<file path="src/rtl/game_pkg.sv">
// Shared definitions for the Play-mode round controller and the menu FSM.
package game_pkg;

  typedef enum logic [2:0] {
    IDLE  = 3'd0,
    LOAD  = 3'd1,
    WAIT  = 3'd2,
    CHECK = 3'd3,
    DONE  = 3'd4
  } round_state_t;

  // Fibonacci feedback taps for x^8 + x^6 + x^5 + x^4 + 1 (bits 7,5,4,3)
  localparam logic [7:0] LFSR_TAPS = 8'hB8;

  localparam int unsigned DEFAULT_ROUNDS     = 10;
  localparam int unsigned DEFAULT_ROUND_TIME = 30;

  function automatic logic [7:0] lfsrNext(input logic [7:0] cur);
    return {cur[6:0], ^(cur & LFSR_TAPS)};
  endfunction

endpackage

</file>
<file path="src/rtl/game_round_sequencer_if.sv">
// Menu/display-side signal bundle of the round controller.
interface game_round_sequencer_if;
  logic       start;
  logic       CEN;
  logic       Select;
  logic       Quit;
  logic [7:0] userNumber;
  logic [7:0] targetNumber;
  logic [5:0] timeLeft;
  logic [7:0] score;
  logic [3:0] roundNum;
  logic       correctPulse;
  logic       wrongPulse;
  logic       gameDone;
  logic       q_Idle;
  logic       q_Load;
  logic       q_Wait;
  logic       q_Check;
  logic       q_Done;

  modport master (
    output start, CEN, Select, Quit, userNumber,
    input  targetNumber, timeLeft, score, roundNum, correctPulse, wrongPulse,
           gameDone, q_Idle, q_Load, q_Wait, q_Check, q_Done
  );

  modport slave (
    input  start, CEN, Select, Quit, userNumber,
    output targetNumber, timeLeft, score, roundNum, correctPulse, wrongPulse,
           gameDone, q_Idle, q_Load, q_Wait, q_Check, q_Done
  );
endinterface

</file>
<file path="src/rtl/game_round_sequencer_round_timer.sv">
// Per-round countdown: tick prescaler plus remaining-ticks down-counter.
module round_timer #(
  parameter int unsigned TICK_DIV   = 50_000_000,
  parameter int unsigned ROUND_TIME = 30
) (
  input  logic       Clk,
  input  logic       Reset_n,
  input  logic       clear,
  input  logic       load,
  input  logic       enable,
  output logic [5:0] timeLeft,
  output logic       timeout
);

  localparam int unsigned   PW        = (TICK_DIV > 1) ? $clog2(TICK_DIV) : 1;
  localparam logic [PW-1:0] PRE_LAST  = PW'(TICK_DIV - 1);
  localparam logic [5:0]    TIME_INIT = 6'(ROUND_TIME);

  logic [PW-1:0] prescaler;
  logic          wrap;

  assign wrap    = enable && (prescaler == PRE_LAST);
  assign timeout = wrap && (timeLeft == 6'd1);

  always_ff @(posedge Clk or negedge Reset_n) begin
    if (!Reset_n) begin
      prescaler <= '0;
      timeLeft  <= '0;
    end else if (clear) begin
      prescaler <= '0;
      timeLeft  <= '0;
    end else if (load) begin
      prescaler <= '0;
      timeLeft  <= TIME_INIT;
    end else if (enable) begin
      prescaler <= wrap ? '0 : prescaler + PW'(1);
      if (wrap && (timeLeft != '0))
        timeLeft <= timeLeft - 6'd1;
    end
  end

endmodule

</file>
<file path="src/rtl/game_round_sequencer.sv">
// Play-mode round controller: target generation, per-round countdown,
// answer comparison, score/round bookkeeping and game-over handshake.
module game_round_sequencer
  import game_pkg::*;
#(
  parameter int unsigned ROUNDS     = DEFAULT_ROUNDS,
  parameter int unsigned TICK_DIV   = 50_000_000,
  parameter int unsigned ROUND_TIME = DEFAULT_ROUND_TIME,
  parameter logic [7:0]  LFSR_SEED  = 8'hA5
) (
  input logic                   Clk,
  input logic                   Reset_n,
  game_round_sequencer_if.slave bus
);

  localparam logic [3:0] LAST_ROUND = 4'(ROUNDS - 1);

  round_state_t state, nextState;

  logic       btnSel, btnQuit;
  logic [7:0] lfsr;
  logic [7:0] targetReg, scoreReg, userCapt;
  logic [3:0] roundReg;
  logic       timeoutFlag, correctReg, wrongReg, doneReg;
  logic       timerClear, timerLoad, timerEnable, timerTimeout;
  logic [5:0] timeLeft;
  logic       match, lastRound;

  assign btnSel    = bus.CEN & bus.Select;
  assign btnQuit   = bus.CEN & bus.Quit;
  assign match     = !timeoutFlag && (userCapt == targetReg);
  assign lastRound = (roundReg == LAST_ROUND);

  // Timer controls decode state only, so timeout never loops back through them
  assign timerClear  = (state == IDLE) && bus.start;
  assign timerLoad   = (state == LOAD) && !btnQuit;
  assign timerEnable = (state == WAIT);

  round_timer #(
    .TICK_DIV   (TICK_DIV),
    .ROUND_TIME (ROUND_TIME)
  ) uTimer (
    .Clk      (Clk),
    .Reset_n  (Reset_n),
    .clear    (timerClear),
    .load     (timerLoad),
    .enable   (timerEnable),
    .timeLeft (timeLeft),
    .timeout  (timerTimeout)
  );

  always_ff @(posedge Clk or negedge Reset_n) begin
    if (!Reset_n) state <= IDLE;
    else          state <= nextState;
  end

  always_comb begin
    nextState = state;
    unique case (state)
      IDLE:  if (bus.start) nextState = LOAD;
      LOAD:  nextState = btnQuit ? DONE : WAIT;
      WAIT: begin
        if (btnQuit)                     nextState = DONE;
        else if (btnSel || timerTimeout) nextState = CHECK;
      end
      CHECK: begin
        if (btnQuit || lastRound) nextState = DONE;
        else                      nextState = LOAD;
      end
      DONE:  if (btnSel) nextState = IDLE;
      default: nextState = IDLE;
    endcase
  end

  always_ff @(posedge Clk or negedge Reset_n) begin
    if (!Reset_n) begin
      lfsr        <= LFSR_SEED;
      targetReg   <= '0;
      scoreReg    <= '0;
      userCapt    <= '0;
      roundReg    <= '0;
      timeoutFlag <= 1'b0;
      correctReg  <= 1'b0;
      wrongReg    <= 1'b0;
      doneReg     <= 1'b0;
    end else begin
      lfsr       <= lfsrNext(lfsr);
      correctReg <= 1'b0;
      wrongReg   <= 1'b0;
      doneReg    <= (nextState == DONE);
      case (state)
        IDLE: begin
          if (bus.start) begin
            scoreReg  <= '0;
            roundReg  <= '0;
            targetReg <= '0;
          end
        end
        LOAD: begin
          if (!btnQuit) targetReg <= lfsr;
        end
        WAIT: begin
          // A press on the timeout cycle wins and is judged on its value
          if (!btnQuit && btnSel) begin
            userCapt    <= bus.userNumber;
            timeoutFlag <= 1'b0;
          end else if (!btnQuit && timerTimeout) begin
            timeoutFlag <= 1'b1;
          end
        end
        CHECK: begin
          if (!btnQuit) begin
            if (match) begin
              if (scoreReg != 8'hFF) scoreReg <= scoreReg + 8'd1;
              correctReg <= 1'b1;
            end else begin
              wrongReg <= 1'b1;
            end
            if (!lastRound) roundReg <= roundReg + 4'd1;
          end
        end
        default: ;
      endcase
    end
  end

  assign bus.targetNumber = targetReg;
  assign bus.timeLeft     = timeLeft;
  assign bus.score        = scoreReg;
  assign bus.roundNum     = roundReg;
  assign bus.correctPulse = correctReg;
  assign bus.wrongPulse   = wrongReg;
  assign bus.gameDone     = doneReg;

  assign bus.q_Idle  = (state == IDLE);
  assign bus.q_Load  = (state == LOAD);
  assign bus.q_Wait  = (state == WAIT);
  assign bus.q_Check = (state == CHECK);
  assign bus.q_Done  = (state == DONE);

endmodule
</file>
<file path="src/flat_wrapper.sv">
// flat-port wrapper written by rule: the top's interface ports become plain ports
module game_round_sequencer_flat import game_pkg::*;
#(
  parameter int unsigned ROUNDS     = DEFAULT_ROUNDS,
  parameter int unsigned TICK_DIV   = 50_000_000,
  parameter int unsigned ROUND_TIME = DEFAULT_ROUND_TIME,
  parameter logic [7:0]  LFSR_SEED  = 8'hA5
)
  (Clk, Reset_n, bus_start, bus_CEN, bus_Select, bus_Quit, bus_userNumber, bus_targetNumber, bus_timeLeft, bus_score, bus_roundNum, bus_correctPulse, bus_wrongPulse, bus_gameDone, bus_q_Idle, bus_q_Load, bus_q_Wait, bus_q_Check, bus_q_Done);
  game_round_sequencer_if bus_i ();
  input logic Clk;
  input logic Reset_n;
  input wire logic [$bits(bus_i.start)-1:0] bus_start;
  input wire logic [$bits(bus_i.CEN)-1:0] bus_CEN;
  input wire logic [$bits(bus_i.Select)-1:0] bus_Select;
  input wire logic [$bits(bus_i.Quit)-1:0] bus_Quit;
  input wire logic [$bits(bus_i.userNumber)-1:0] bus_userNumber;
  output wire logic [$bits(bus_i.targetNumber)-1:0] bus_targetNumber;
  output wire logic [$bits(bus_i.timeLeft)-1:0] bus_timeLeft;
  output wire logic [$bits(bus_i.score)-1:0] bus_score;
  output wire logic [$bits(bus_i.roundNum)-1:0] bus_roundNum;
  output wire logic [$bits(bus_i.correctPulse)-1:0] bus_correctPulse;
  output wire logic [$bits(bus_i.wrongPulse)-1:0] bus_wrongPulse;
  output wire logic [$bits(bus_i.gameDone)-1:0] bus_gameDone;
  output wire logic [$bits(bus_i.q_Idle)-1:0] bus_q_Idle;
  output wire logic [$bits(bus_i.q_Load)-1:0] bus_q_Load;
  output wire logic [$bits(bus_i.q_Wait)-1:0] bus_q_Wait;
  output wire logic [$bits(bus_i.q_Check)-1:0] bus_q_Check;
  output wire logic [$bits(bus_i.q_Done)-1:0] bus_q_Done;
  assign bus_i.start = bus_start;
  assign bus_i.CEN = bus_CEN;
  assign bus_i.Select = bus_Select;
  assign bus_i.Quit = bus_Quit;
  assign bus_i.userNumber = bus_userNumber;
  assign bus_targetNumber = bus_i.targetNumber;
  assign bus_timeLeft = bus_i.timeLeft;
  assign bus_score = bus_i.score;
  assign bus_roundNum = bus_i.roundNum;
  assign bus_correctPulse = bus_i.correctPulse;
  assign bus_wrongPulse = bus_i.wrongPulse;
  assign bus_gameDone = bus_i.gameDone;
  assign bus_q_Idle = bus_i.q_Idle;
  assign bus_q_Load = bus_i.q_Load;
  assign bus_q_Wait = bus_i.q_Wait;
  assign bus_q_Check = bus_i.q_Check;
  assign bus_q_Done = bus_i.q_Done;
  game_round_sequencer #(.ROUNDS(ROUNDS), .TICK_DIV(TICK_DIV), .ROUND_TIME(ROUND_TIME), .LFSR_SEED(LFSR_SEED)) u_core (.Clk(Clk), .Reset_n(Reset_n), .bus(bus_i));
endmodule
</file>
<file path="config.mk">
export PLATFORM = sky130hd
export DESIGN_NAME = game_round_sequencer_flat
export DESIGN_NICKNAME = d
export VERILOG_FILES = /design/src/rtl/game_pkg.sv /design/src/rtl/game_round_sequencer_if.sv /design/src/rtl/game_round_sequencer_round_timer.sv /design/src/rtl/game_round_sequencer.sv /design/src/flat_wrapper.sv
export SDC_FILE = /design/constraint.sdc
export NUM_CORES = 1
export LEC_CHECK = 0
export ABC_AREA = 1
export BUFFER_PORTS_ARGS = -buffer_cell sky130_fd_sc_hd__buf_2
export CELL_PAD_IN_SITES_DETAIL_PLACEMENT = 1
export CELL_PAD_IN_SITES_GLOBAL_PLACEMENT = 2
export CORE_MARGIN = 2
export CORE_UTILIZATION = 38
export CTS_BUF_LIST = sky130_fd_sc_hd__clkbuf_8
export CTS_CLUSTER_DIAMETER = 150
export CTS_CLUSTER_SIZE = 14
export DETAILED_ROUTE_END_ITERATION = 8
export GPL_TIMING_DRIVEN = 0
export HOLD_SLACK_MARGIN = 0.1
export PLACE_DENSITY_LB_ADDON = 0.1
export RECOVER_POWER = 25
export SLEW_MARGIN = 20
export SYNTH_ARGS = -nofsm -noshare
export SYNTH_HDL_FRONTEND = slang
export SYNTH_SLANG_ARGS = --single-unit
</file>
<file path="constraint.sdc">
create_clock -name Clk -period 2.3 [get_ports Clk]
set_input_delay 0.115 -clock Clk [delete_from_list [all_inputs] [get_ports Clk]]
set_output_delay 0.115 -clock Clk [all_outputs]
set_load 0.005 [all_outputs]
</file>
Yosys cells after proc, flatten, opt, wreduce, memory -nomap -nowiden. Cells that the tools add are included.

Bits in registers: 75. Input port bits: 14. Output and inout bits: 34. Logic and storage cells: 94.

Add/sub/neg operators: 4. Equality and inequality tests: 16. Muxes and demuxes: 34. Bitwise gates (word level): 2. Reductions and logical operators: 26.

Operators by type and width (count): $mux W26 (4); $mux W8 (5); $pmux W8 S2 (2); $add A26 B1 Y26 const B (1); $eq A26 B26 Y1 const B (1); $mux W6 (4); $mux W3 (6); $pmux W3 S5 (1); $mux W4 (3); $add A8 B1 Y8 const B (1); $eq A8 B8 Y1 (1); $logic_and A1 B1 Y1 (8); $mux W1 (8); $ne A2 B2 Y1 const B (4); $ne A8 B8 Y1 const B (1); $pmux W4 S2 (1); $reduce_xor A8 Y1 (1); $eq A3 B2 Y1 const B (2); $eq A3 B3 Y1 const B (2); $eq A6 B1 Y1 const B (1); $reduce_and A2 Y1 (3); $reduce_bool A2 Y1 (3); $reduce_bool A3 Y1 (2); $reduce_bool A6 Y1 (1); 12 further kinds (16).

Depth between registers and ports, before layout.
Depth after elaboration: 8. Mapped depth: 11. Gate-level depth less buffers: 10.

By module. From an unflattened synthesis, not the netlist that was laid out.

Cells, all modules: 569. Area, all modules: 4254.1 sq um.

Modules (own cells, without submodules): round_timer (instances 1, cells each 320, area each 2152.1 sq um, seq. area each 800.8 sq um); game_round_sequencer (instances 1, cells each 249, area each 2102.0 sq um, seq. area each 1081.0 sq um).

Worst setup path after synthesis. Ideal clock, no wire load.

Path type: register -> register. Start point: reg u_core.uTimer.prescaler[0]. End point: reg u_core.uTimer.timeLeft[4]. Arrival: 1416 ps. Data required time: 2177 ps. Slack: 761 ps. Cell stages (with the launch flop): 10. Buffers on the path: 1. Cells stage by stage: dfrtp_1 -> ha_1 -> nand3_2 -> nor3_4 -> nand3_2 -> nand2_4 -> nand2_2 -> buf_6 -> nand2_1 -> o21ai_2.

Longest elaborated chain between the ends: 5.

Ends and longest elaborated chain: start: declaration (RTL line game_round_sequencer_round_timer.sv:19) `logic [PW-1:0] prescaler;`; start signal: assignment (RTL line game_round_sequencer_round_timer.sv:36) `prescaler <= wrap ? '0 : prescaler + PW'(1);`; $eq A26 B26 Y1 (RTL line game_round_sequencer_round_timer.sv:22) `assign wrap = enable && (prescaler == PRE_LAST);`; $logic_and A1 B1 Y1 (RTL line game_round_sequencer_round_timer.sv:22); $logic_and A1 B1 Y1 (RTL line game_round_sequencer_round_timer.sv:37) `if (wrap && (timeLeft != '0))`; $reduce_bool A3 Y1 (no line); $reduce_and A2 Y1 (no line); end signal: assignment (RTL line game_round_sequencer_round_timer.sv:38) `timeLeft <= timeLeft - 6'd1;`; end: declaration (RTL line game_round_sequencer_round_timer.sv:11) `output logic [5:0] timeLeft,`.

Every way passes these cells. A chain may end at the register's enable or synchronous reset.

Worst setup path after layout.
Start point: reg u_core.uTimer.prescaler[0]. End point: reg u_core.uTimer.prescaler[16].

Longest elaborated chain between the ends: 6. Elaborated cells between the ends (all ways): 7.

Ends and longest elaborated chain: parallel branches: the longest is 2 deep, another holds $add A26 B1 Y26; $mux W26 * (RTL line game_round_sequencer_round_timer.sv:36); $mux W26 * (RTL line game_round_sequencer_round_timer.sv:35) `end else if (enable) begin`; $mux W26 * (RTL line game_round_sequencer_round_timer.sv:32) `end else if (load) begin`; $mux W26 * (RTL line game_round_sequencer_round_timer.sv:29) `end else if (clear) begin`.

Mark *: on every way between the ends. The select of a mux whose other input is x is not followed.

==> summary.md <==
| Metric | Value |
|---|---|
| Total Routed Length | around 11000 um |
| Via count | roughly 3700 |
| Num CTS Buffers | 9 |
| DRT Pass-1 Iters | 4 |
| CTS Hold Buffers Added | 10 |
| Max Clock Skew | approximately 0.0085 ns |
| Die area | roughly 0.012 mm^2 |
| CTS tree | built |
| Clk sink count | 75 |
| Max IR drop VDD | ~0.00046 V |
| Hold Crit Class | in2reg |
| Worst Setup End Kind | flop |
| Std cell rows | 38 |
| Hpwl dp | slightly below 9000 um |
| Yosys top cell by area | dfrtp_1 |
| Overall Power | roughly 4300 uW |
| Die Span Y | roughly 110 um |
| I/O Buffers | 47 |
| Seq/Total Area, Yosys | 0.4531 |
| CTS max path bufs | 2 |
| Share of the synthesized area in the top cell type | 0.4278 |
| Worst Max-Slew Pin Slew | between 1 and 1.5 ns |
| Final Cycle Share | 0.8502 |
| CP arrival | about 2.3 ns |
| Pin count of the biggest net entering global routing | 40 |
| Net Count, Synth | 568 |
| Synth unique cells | 37 |
| Setup bufs post-CTS | 0 |
| Asr flop ratio synth | 1.000 |
| Antenna cells | 0 |
| Remaining DRCs | 0 |
| Later-pin clock latency in the skew report | around 0.36 ns |
| Die Span X | between 100 and 150 um |
| Static leakage | approximately 0.0024 uW |
| Area growth from synthesis to layout | 16.87% |
| Critical Path Source Type | flop |
| Area contributors post-synth | dfrtp_1 (43%), nand2_1 (14%), nor2_1 (7.1%) |
| Shortest period the worst path allows | 1.955 ns |
| Slew Limit Fails | 0 |
| Synth Warn # | 0 |
| Status | complete, no violations |
| Fill count | about 1400 |
| Top cells by count, synth | nand2_1 (152), nor2_1 (78), dfrtp_1 (71) |
| Slew HR | 0.3176 |
| Clock Pin Slew Worst Setup and Hold Paths | around 0.080 ns |
| DR WL/cell | ~15 um |
| Synth Register Bits | 75 |
| Share of cells above drive strength 1 | 0.1594 |
| Total core area | approximately 0.011 mm^2 |
| All-Layer GR Usage | 0.2143 |
| DR iter-0 viols | around 130 |
| Unrepaired setup endpoints after global routing | no |
| Gpl congestion | 0.8388 |
| EDFF count, synth | 0 |
| Vias in the first global route | 3964 |
| # setup viols final | 0 |
| Vias per cell | 4.916 |
| Initial antenna violation count | 1 |
| Critical path type | reg2reg |
| H-tree depth | 3 |
| Critical Path Fanout Max | 5 |
| Root Buffer | clkbuf_8 |
| FMAX | approximately 500 MHz |
| Ys flop type | dfrtp_1 |
| Mapped Cells | about 550 |
| Post-Syn Area | a little over 0.004 mm^2 |
| Final hold viol count | 0 |
| Total gr overflow | 0 |
| Setup_tns | 0 ns |
| Initial core utilization | 0.3865 |
| PwrDens | roughly 900 mW/mm^2 |
| CP Data Required Time | roughly 2.6 ns |
| Avg Cell Area, Syn | ~7.6 um^2 |
| IO Count | 48 |
| Nets@finish | around 640 |
| First-pass GRT wire length | between 15000 and 20000 um |
| Final ANT Viol Nets | 0 |
| CTS resizes | 0 |
| Cell with the most instances after synthesis | nand2_1 |
| Max-cap violations | 0 |
-- layout make-up --
cell class	instances	area (um^2)	area share
buffer	8	46.29	0.009539
clock buffer	10	137.6	0.02836
clock inverter	6	32.53	0.006703
inverter	62	237.7	0.04898
multi-input combinational	402	1987	0.4094
sequential	75	1882	0.3877
tap	140	175.2	0.03609
timing repair buffer	58	355.3	0.07321
-- cell families after synthesis --
group           count (synthesis)  synth area share
compound gates                 54           0.07322
xor+xnor                       15           0.03164
fa+ha+maj                       7           0.02109
buf+inv                        70           0.06840
flops                          75            0.4531
mux                             4           0.01054
simple gates                  322            0.3420
-- through the flow --
stage	worst slack [ns]	area, um^2	std cells	hold slack (ns)	util
2_1_floorplan	0.7607	4153	547	-0.1806	-
3_3_place_gp	0.3694	4563	734	0.3474	0.4247
3_5_place_dp	0.3435	4586	735	0.1379	0.4268
4_1_cts	0.3420	4856	761	0.1120	0.4519
5_1_grt	0.1501	4853	761	0.1540	0.4517
6_report	0.3445	4853	761	0.1413	0.4517
-- worst max-delay path, stage by stage (launching register included) --
cell and delay [ns]:
dfrtp_1 0.42, ha_1 0.23, nand3_2 0.15, nor2_1 0.35
nand2_1 0.17, nor2_1 0.24, nand2_1 0.08, nor2_1 0.09
a21oi_1 0.06, nor2_1 0.10
-- registers in the layout (all words and copies together), names as in the netlist --
signal,count
u_core.bus.correctPulse,1
u_core.bus.gameDone,1
u_core.bus.roundNum,4
u_core.bus.score,8
u_core.bus.targetNumber,8
u_core.bus.wrongPulse,1
u_core.lfsr,8
u_core.state,3
u_core.timeoutFlag,1
u_core.uTimer.prescaler,26
u_core.uTimer.timeLeft,6
u_core.userCapt,8
-- cells in the final DEF (no fill, tap or decap), drive strengths merged --
master       count
xnor2            6
and3             2
clkinv           7
buf             53
o21ai           27
dlygate4sd3     10
nor2            82
dfrtp           71
nor3            10
nor3b            2
o22ai            6
nand3           57
a31oi            1
clkbuf          13
ha               7
inv             61
xor2             9
mux2             3
nand2          158
nand3b           1
o21bai           1
mux2i            1
dfstp            4
nand4           10
a21oi           19
-- per-layer routing --
metal | GRT usage | up-vias | part of all wire
li1 | - | 1888 | -
met1 | 0.2882 | 1786 | 0.49
met2 | 0.3446 | 54 | 0.46
met3 | 0.04702 | 11 | 0.035
met4 | 0.06593 | 2 | 0.012
met5 | 0 | - | 0.00096
-- where the power goes --
group | internal [uW] | switching (uW)
Combinational | 554 | 1150
Sequential | 1500 | 161
Clock | 412 | 528
Total | 2470 | 1840
-- path summary, 6_finish.rpt --
check,start,slack (ns),to,depth (start not counted)
max in group asynchronous,Reset_n,1.09,u_core.bus.score[2],3
min in group asynchronous,Reset_n,0.45,u_core.uTimer.timeLeft[4],2
setup / recovery,u_core.uTimer.prescaler[0],0.34,u_core.uTimer.prescaler[16],9
hold reg to reg,u_core.lfsr[6],0.38,u_core.lfsr[7],0
hold / removal,bus_Select,0.14,u_core.bus.gameDone,4
setup reg to reg,u_core.uTimer.prescaler[0],0.34,u_core.uTimer.prescaler[16],9
Power figures use the tool's default switching activity.
